`config.mk`:
```
export PLATFORM = sky130hd
export DESIGN_NAME = parity_frame_tx
export DESIGN_NICKNAME = d
export VERILOG_FILES = /design/src/rtl/parity_frame_tx.sv
export SDC_FILE = /design/constraint.sdc
export NUM_CORES = 1
export LEC_CHECK = 0
export CAP_MARGIN = 20
export CORE_AREA = 2 2 48 50
export DETAILED_ROUTE_END_ITERATION = 8
export DIE_AREA = 0 0 50 52
export GPL_ROUTABILITY_DRIVEN = 0
export PLACE_DENSITY = 0.67
export SYNTH_ARGS = -nofsm -noshare
export SYNTH_HDL_FRONTEND = slang
export SYNTH_SLANG_ARGS = --single-unit
```
`constraint.sdc`:
```
create_clock -name clock -period 2.5 [get_ports clock]
set_clock_uncertainty 0.2 [all_clocks]
set_input_delay 0.75 -clock clock [delete_from_list [all_inputs] [get_ports clock]]
set_output_delay 0.75 -clock clock [all_outputs]
set_load 0.01 [all_outputs]
```
`src/rtl/parity_frame_tx.sv`:
```
`default_nettype none
// ============================================================================
// Module   : parity_frame_tx
// Brief    : Serial frame transmitter. Sends one start bit, then WIDTH data
//            bits LSB first, then one parity bit. The line is low when idle.
// Revision : 1.0  initial release
// ============================================================================
module parity_frame_tx #(
    parameter int WIDTH = 8,
    parameter int ODD   = 0
) (
    input  logic             clock,
    input  logic             reset,
    input  logic [WIDTH-1:0] data_in,
    input  logic             valid_in,
    output logic             ready_out,
    output logic             serial_out,
    output logic             frame_out,
    output logic             last_out
);

    localparam int CNT_W = $clog2(WIDTH) + 1;
    localparam logic [CNT_W-1:0] c_cnt_last = CNT_W'(WIDTH - 1);
    localparam logic             c_odd      = (ODD != 0);

    typedef enum logic [1:0] {
        S_IDLE   = 2'd0,
        S_START  = 2'd1,
        S_DATA   = 2'd2,
        S_PARITY = 2'd3
    } state_t;

    state_t           r_state;
    state_t           w_state_nxt;
    logic [WIDTH-1:0] r_shift;
    logic [WIDTH-1:0] w_shift_nxt;
    logic [CNT_W-1:0] r_cnt;
    logic [CNT_W-1:0] w_cnt_nxt;
    logic             r_parity;
    logic             w_parity_nxt;
    logic             w_serial_nxt;
    logic             w_accept;

    assign ready_out = (r_state == S_IDLE) || (r_state == S_PARITY);
    assign w_accept  = valid_in && ready_out;

    // Outputs are registered, so the next-state logic also decides the bit
    // that appears on the line during the next cycle.
    always_comb begin
        w_state_nxt  = r_state;
        w_shift_nxt  = r_shift;
        w_cnt_nxt    = r_cnt;
        w_parity_nxt = r_parity;
        w_serial_nxt = 1'b0;
        case (r_state)
            S_IDLE, S_PARITY: begin
                if (w_accept) begin
                    w_state_nxt  = S_START;
                    w_shift_nxt  = data_in;
                    w_parity_nxt = (^data_in) ^ c_odd;
                    w_serial_nxt = 1'b1;
                end else begin
                    w_state_nxt  = S_IDLE;
                end
            end
            S_START: begin
                w_state_nxt  = S_DATA;
                w_cnt_nxt    = '0;
                w_serial_nxt = r_shift[0];
            end
            S_DATA: begin
                if (r_cnt == c_cnt_last) begin
                    w_state_nxt  = S_PARITY;
                    w_serial_nxt = r_parity;
                end else begin
                    w_cnt_nxt    = r_cnt + CNT_W'(1);
                    w_shift_nxt  = r_shift >> 1;
                    w_serial_nxt = w_shift_nxt[0];
                end
            end
            default: begin
                w_state_nxt = S_IDLE;
            end
        endcase
    end

    always_ff @(posedge clock or posedge reset) begin
        if (reset) begin
            r_state    <= S_IDLE;
            r_shift    <= '0;
            r_cnt      <= '0;
            r_parity   <= 1'b0;
            serial_out <= 1'b0;
            frame_out  <= 1'b0;
            last_out   <= 1'b0;
        end else begin
            r_state    <= w_state_nxt;
            r_shift    <= w_shift_nxt;
            r_cnt      <= w_cnt_nxt;
            r_parity   <= w_parity_nxt;
            serial_out <= w_serial_nxt;
            frame_out  <= (w_state_nxt != S_IDLE);
            last_out   <= (w_state_nxt == S_PARITY);
        end
    end

endmodule
`default_nettype wire

```
### After elaboration in Yosys (flattened, before gate mapping)

Cells that the tools add are included.

| word-level totals | value |
|---|---|
| word-level logic and storage cells | 37 |
| output and inout bits | 4 |
| flip-flop bits (word level) | 18 |
| bits of input ports | 11 |

| cells by class | value |
|---|---|
| equality and inequality tests | 7 |
| reduce and logical (&&, ||, !) cells | 11 |
| add/subtract/negate cells | 1 |
| mux-type cells | 11 |

Operators with widths:

| kind | number |
|---|---|
| 8-bit 2-to-1 mux | 2 |
| 8-bit case mux with 2 select lines | 1 |
| 4-bit case mux with 2 select lines | 1 |
| 8-bit XOR reduction | 1 |
| 2-bit == test, second input constant | 3 |
| 2-bit case mux with 3 select lines | 1 |
| 2-bit nonzero test | 3 |
| 4-bit by 1-bit adder with 4-bit output, second input constant | 1 |
| 4-bit by 3-bit == test with 1-bit output, second input constant | 1 |
| 4-bit 2-to-1 mux | 1 |
| 2-bit != test, second input constant | 2 |
| 2-bit AND reduction | 2 |
| 1-bit 2-to-1 mux | 3 |
| 1-bit case mux with 3 select lines | 1 |
| 3-bit AND reduction | 1 |
| 2-bit by 1-bit == test with 1-bit output, second input constant | 1 |
| 2-bit logical NOT | 1 |
| 2-bit 2-to-1 mux | 1 |
| 2-bit OR reduction | 1 |
| 1-bit logical AND | 1 |
| 1-bit logical OR | 1 |

### Depth between registers and ports, before layout

| depth | value |
|---|---|
| depth in word-level cells | 6 |
| depth in mapped cells | 8 |
| gate-level depth less buffers | 6 |

### Worst setup path before layout

OpenSTA, ideal clock, no wires.

| timing | value |
|---|---|
| path type | register to register |
| start | register r_state[0] |
| end | register r_shift[0] |
| path buffers | 2 |
| library setup time | 0.122 ns |
| path slack | 0.576 ns |
| arrival | 1.602 ns |
| cell stages (with the launch flop) | 9 |
| required time | 2.178 ns |
| cell sequence | dfrtp_1 > inv_1 > ha_1 > clkbuf_1 > nor2b_1 > a211oi_4 > buf_6 > nor2_1 > a21oi_2 |

| on the way | value |
|---|---|
| longest elaborated chain between the ends | 5 |
| elaborated cells on any way between the ends | 11 |
| classes of those cells | eq/ne: 4; mux: 1; reduce/logical: 6 |

RTL lines:

| element | line | RTL |
|---|---|---|
| from (decl) | 33 | `state_t r_state;` |
| from (signal assigned) | 97 | `r_state <= w_state_nxt;` |
| 2-bit == test or 2-bit logical NOT (tied branches) | 44 | `assign ready_out = (r_state == S_IDLE) \|\| (r_state == S_PARITY);` |
| 1-bit logical OR * | 44 |  |
| net ready_out | 16 | `output logic ready_out,` |
| 1-bit logical AND * | 45 | `assign w_accept = valid_in && ready_out;` |
| 2-bit != test (no source line) * | - |  |
| 3-bit AND reduction (no source line) * | - |  |
| to (signal assigned) | 98 | `r_shift <= w_shift_nxt;` |
| to (decl) | 35 | `logic [WIDTH-1:0] r_shift;` |

Mark *: on every way through the listed nets, which the timed path passes. The rest lies on a longest branch.
A chain may end at the register's enable or synchronous reset.

### Worst setup path after layout

| timing | value |
|---|---|
| start | register r_state[0] |
| end | output ready_out |

| on the way | value |
|---|---|
| longest elaborated chain between the ends | 2 |
| elaborated cells on any way between the ends | 3 |
| classes of those cells | eq/ne: 1; reduce/logical: 2 |

RTL lines:

| element | line |
|---|---|
| 2-bit == test or 2-bit logical NOT (tied branches) | 44 |
| 1-bit logical OR * | 44 |
| to (decl) | 16 |

Mark *: on every way between the ends. The rest lies on a longest branch, timed or not.

==> impl_metrics.prom <==
# TYPE chip_impl_metric gauge
chip_impl_metric{name="fin_crit_sh",unit="%"} 85.23
chip_impl_metric{name="hpwl",unit="um"} 1259
chip_impl_metric{name="ctsLongestPathBuffers",unit=""} 2
chip_impl_metric{name="core_area",unit="sq um"} 2106
chip_impl_metric{name="detailroute.via_count",unit=""} 703
chip_impl_metric{name="mean_syn_cell_area",unit="sq um"} 10.12
chip_impl_metric{name="num-fill-cells",unit=""} 199
chip_impl_metric{name="final_nets",unit=""} 126
chip_impl_metric{name="die_h",unit="um"} 52
chip_impl_metric{name="grt_first_pass_wirelength",unit="um"} 3015
chip_impl_metric{name="final_area",unit="sq um"} 1145
chip_impl_metric{name="post_cts_repair_timing_setup_buffer_count",unit=""} 0
chip_impl_metric{name="cts_sinks",unit=""} 18
chip_impl_metric{name="register_area",unit="sq um"} 450.4
chip_impl_metric{name="drt_iter0_drc",unit=""} 12
chip_impl_metric{name="drc",unit=""} 0
chip_impl_metric{name="grt_use_total",unit="%"} 15.69
chip_impl_metric{name="drv_cap",unit=""} 0
chip_impl_info{name="run_status",value="finished, final reports clean"} 1
chip_impl_info{name="commonest_non_fill_non_tap_cell_in_the_layout",value="dfrtp_1"} 1
chip_impl_metric{name="post_synth_num_cell_types",unit=""} 28
chip_impl_metric{name="cts.hold.buffers_added",unit=""} 0
chip_impl_metric{name="ratio_of_cells_with_drive_above_1_in_the_final_layout",unit="%"} 10.00
chip_impl_info{name="worst_path_cell_trace",value="inv_1, ha_1, dlymetal6s2s_1"} 1
chip_impl_metric{name="viasPerCell",unit=""} 5.094
chip_impl_metric{name="crit_path_max_fanout",unit=""} 3
chip_impl_metric{name="areaGrowthSynthToFinish",unit="%"} 20.39
chip_impl_metric{name="antenna_violations_before_repair",unit=""} 0
chip_impl_info{name="crit_path_start_kind",value="register"} 1
chip_impl_metric{name="postSynthRegisterBits",unit=""} 18
chip_impl_metric{name="maxClockFrequency",unit="GHz"} 0.4693
chip_impl_metric{name="detailed_place.area",unit="sq um"} 1120
chip_impl_metric{name="path_clk_slew",unit="ps"} 100
chip_impl_info{name="criticalPathCategory",value="register to primary output"} 1
chip_impl_metric{name="max-slew-margin-rel",unit="%"} 78.56
chip_impl_metric{name="fin_crit",unit="ps"} 2131
chip_impl_info{name="grt_setup_unrepaired",value="no"} 1
chip_impl_info{name="final_cell_mix",value="dfrtp_1 (18), clkdlybuf4s50_1 (13), nor2_1 (12)"} 1
chip_impl_metric{name="fp-row-count",unit=""} 17
chip_impl_info{name="tritoncts",value="built"} 1
chip_impl_metric{name="cts_buffers",unit=""} 3
chip_impl_metric{name="insertion_delay",unit="ps"} 290
chip_impl_metric{name="postSynthNetCount",unit=""} 108
chip_impl_metric{name="number_of_global_route_vias_before_repair",unit=""} 732
chip_impl_info{name="worstSetupEndpointType",value="primary output"} 1
chip_impl_metric{name="initial_utilization",unit="%"} 45.16
chip_impl_metric{name="final_antenna_net_count",unit=""} 0
chip_impl_metric{name="worst_path_largest_cell_delay",unit="ps"} 380
chip_impl_metric{name="drt_pre_antenna_iters",unit=""} 4
chip_impl_metric{name="syn_inst",unit=""} 94
chip_impl_metric{name="irDropWorstVdd",unit="V"} 0.0008827
chip_impl_metric{name="report.final.hold_viol_count",unit=""} 0
chip_impl_metric{name="port_buffers",unit=""} 14
chip_impl_metric{name="setup-violations-final",unit=""} 0
chip_impl_metric{name="drv_slew",unit=""} 0
chip_impl_metric{name="syn-cell-area",unit="sq um"} 950.9
chip_impl_metric{name="dieWidth",unit="um"} 50
chip_impl_info{name="crit_path_slowest_cell",value="dfrtp_1"} 1
chip_impl_metric{name="antenna_diode_count",unit=""} 0
chip_impl_info{name="cts_root_buf",value="clkbuf_4"} 1
chip_impl_metric{name="tightestPinTransition",unit="ps"} 320.9
chip_impl_metric{name="multi_input_area",unit="sq um"} 434.2
chip_impl_metric{name="grt_remaining_overflow",unit=""} 0
chip_impl_metric{name="design.die.area",unit="sq um"} 2600
chip_impl_metric{name="cts_resized",unit=""} 0
chip_impl_metric{name="synth_sequential_area_ratio",unit="%"} 47.37
chip_impl_metric{name="wirelength",unit="um"} 1619
chip_impl_metric{name="cellPowerDensity",unit="nW/um^2"} 1324
chip_impl_metric{name="wl_per_cell",unit="um"} 11.73
chip_impl_metric{name="grt_max_degree",unit=""} 19
chip_impl_metric{name="worstPathRequired",unit="ps"} 1550
chip_impl_metric{name="finalSetupTns",unit="ps"} 0
chip_impl_info{name="min-delay-path-class",value="register to register"} 1
chip_impl_metric{name="power.leakage",unit="nW"} 0.5080
chip_impl_metric{name="boundaryPins",unit=""} 15
chip_impl_metric{name="htree_levels",unit=""} 1
chip_impl_metric{name="critPathArrivalTime",unit="ps"} 1180
chip_impl_metric{name="yosys_warnings",unit=""} 0
area by class of cell:
type / instances / share of cell area (%)
flip-flops and latches: 18 / 39.34
multi-input cells: 63 / 37.92
repair buffers: 18 / 15.08
well taps: 28 / 3.060
inverters: 8 / 2.623
clock buffers: 3 / 1.967
cell usage after synthesis:
library cell / instances / area (sq um)
a211oi_4: 1 / 20.02
a21o_1: 1 / 7.510
a21oi_1: 9 / 45.04
a21oi_2: 3 / 26.28
a221oi_1: 1 / 8.760
a22o_1: 1 / 8.760
a31oi_1: 1 / 6.260
and3_1: 1 / 6.260
and3b_1: 1 / 8.760
buf_2: 2 / 10.01
buf_6: 2 / 22.52
clkbuf_1: 1 / 3.750
dfrtp_1: 18 / 450.4
ha_1: 3 / 37.54
inv_1: 8 / 30.03
mux2i_1: 7 / 70.07
nand2_1: 5 / 18.77
nand3_1: 1 / 5.000
nand3b_1: 1 / 7.510
nor2_1: 12 / 45.04
nor2b_1: 1 / 6.260
nor3_1: 1 / 5.000
o21ai_0: 2 / 10.01
o22ai_1: 1 / 6.260
o31ai_1: 1 / 7.510
o41ai_1: 1 / 8.760
or2b_1: 1 / 7.510
xnor2_1: 7 / 61.31
state kept, by name, summed over array words and instances (netlist names):
register	count
r_shift	8
r_cnt	4
r_state	2
frame_out	1
last_out	1
r_parity	1
serial_out	1
final timing paths:
| path | cells after the start | start | endpoint | slack, ps |
|---|---|---|---|---|
| max | 3 | r_state[0] | ready_out | 370 |
| min | 1 | r_cnt[0] | r_cnt[0] | 310 |
| max reg2reg | 8 | r_state[0] | r_shift[1] | 610 |
| min reg2reg | 1 | r_cnt[0] | r_cnt[0] | 310 |
| max in group asynchronous | 3 | reset | r_shift[0] | 1340 |
| min in group asynchronous | 3 | reset | r_shift[3] | 560 |
worst max-delay path: cells and delay by family (launching register included):
kind / cells / cell delay (ps)
DFF: 1 / 380
buffers and inverters: 2 / 220
adders and majority gates: 1 / 290
layer usage:
metal | track usage, % | wire length (um)
met1 | 17.29 | 707
met2 | 30.04 | 830
met3 | 2.586 | 56
met4 | 5.556 | 25
met5 | 0 | 0
kinds of logic (layout without fill, tap and decap cells):
family                     count (synthesis)  count (layout)  share of synthesized area (%)
and+or+nand+nor                           24              24                          11.58
adders and majority gates                  3               3                          3.948
buffers and inverters                     13              29                          6.973
DFF                                       18              18                          47.37
muxes                                      7               7                          7.369
xor gates and xnor gates                   7               7                          6.447
AOI/OAI and AO/OA                         22              22                          16.32
stage by stage:
stage	utilization (%)	hold WS [ps]	cells	power, mW	setup slack, ps
after floorplan	-	249.7	94	1.176	576.4
after global placement	53.18	265.3	135	1.369	293.8
after detailed placement	53.18	288.4	135	1.399	255.3
after CTS	54.25	312.1	138	1.542	4.373
after global routing	54.37	341.9	138	1.670	301.9
final	54.37	310.6	138	1.516	369.3
power breakdown:
group / internal [mW] / total (mW) / switching, mW
clock network: 0.0560 / 0.141 / 0.0851
registers: 0.439 / 0.526 / 0.0871
logic: 0.396 / 0.849 / 0.453
Power figures use the tool's default switching activity.
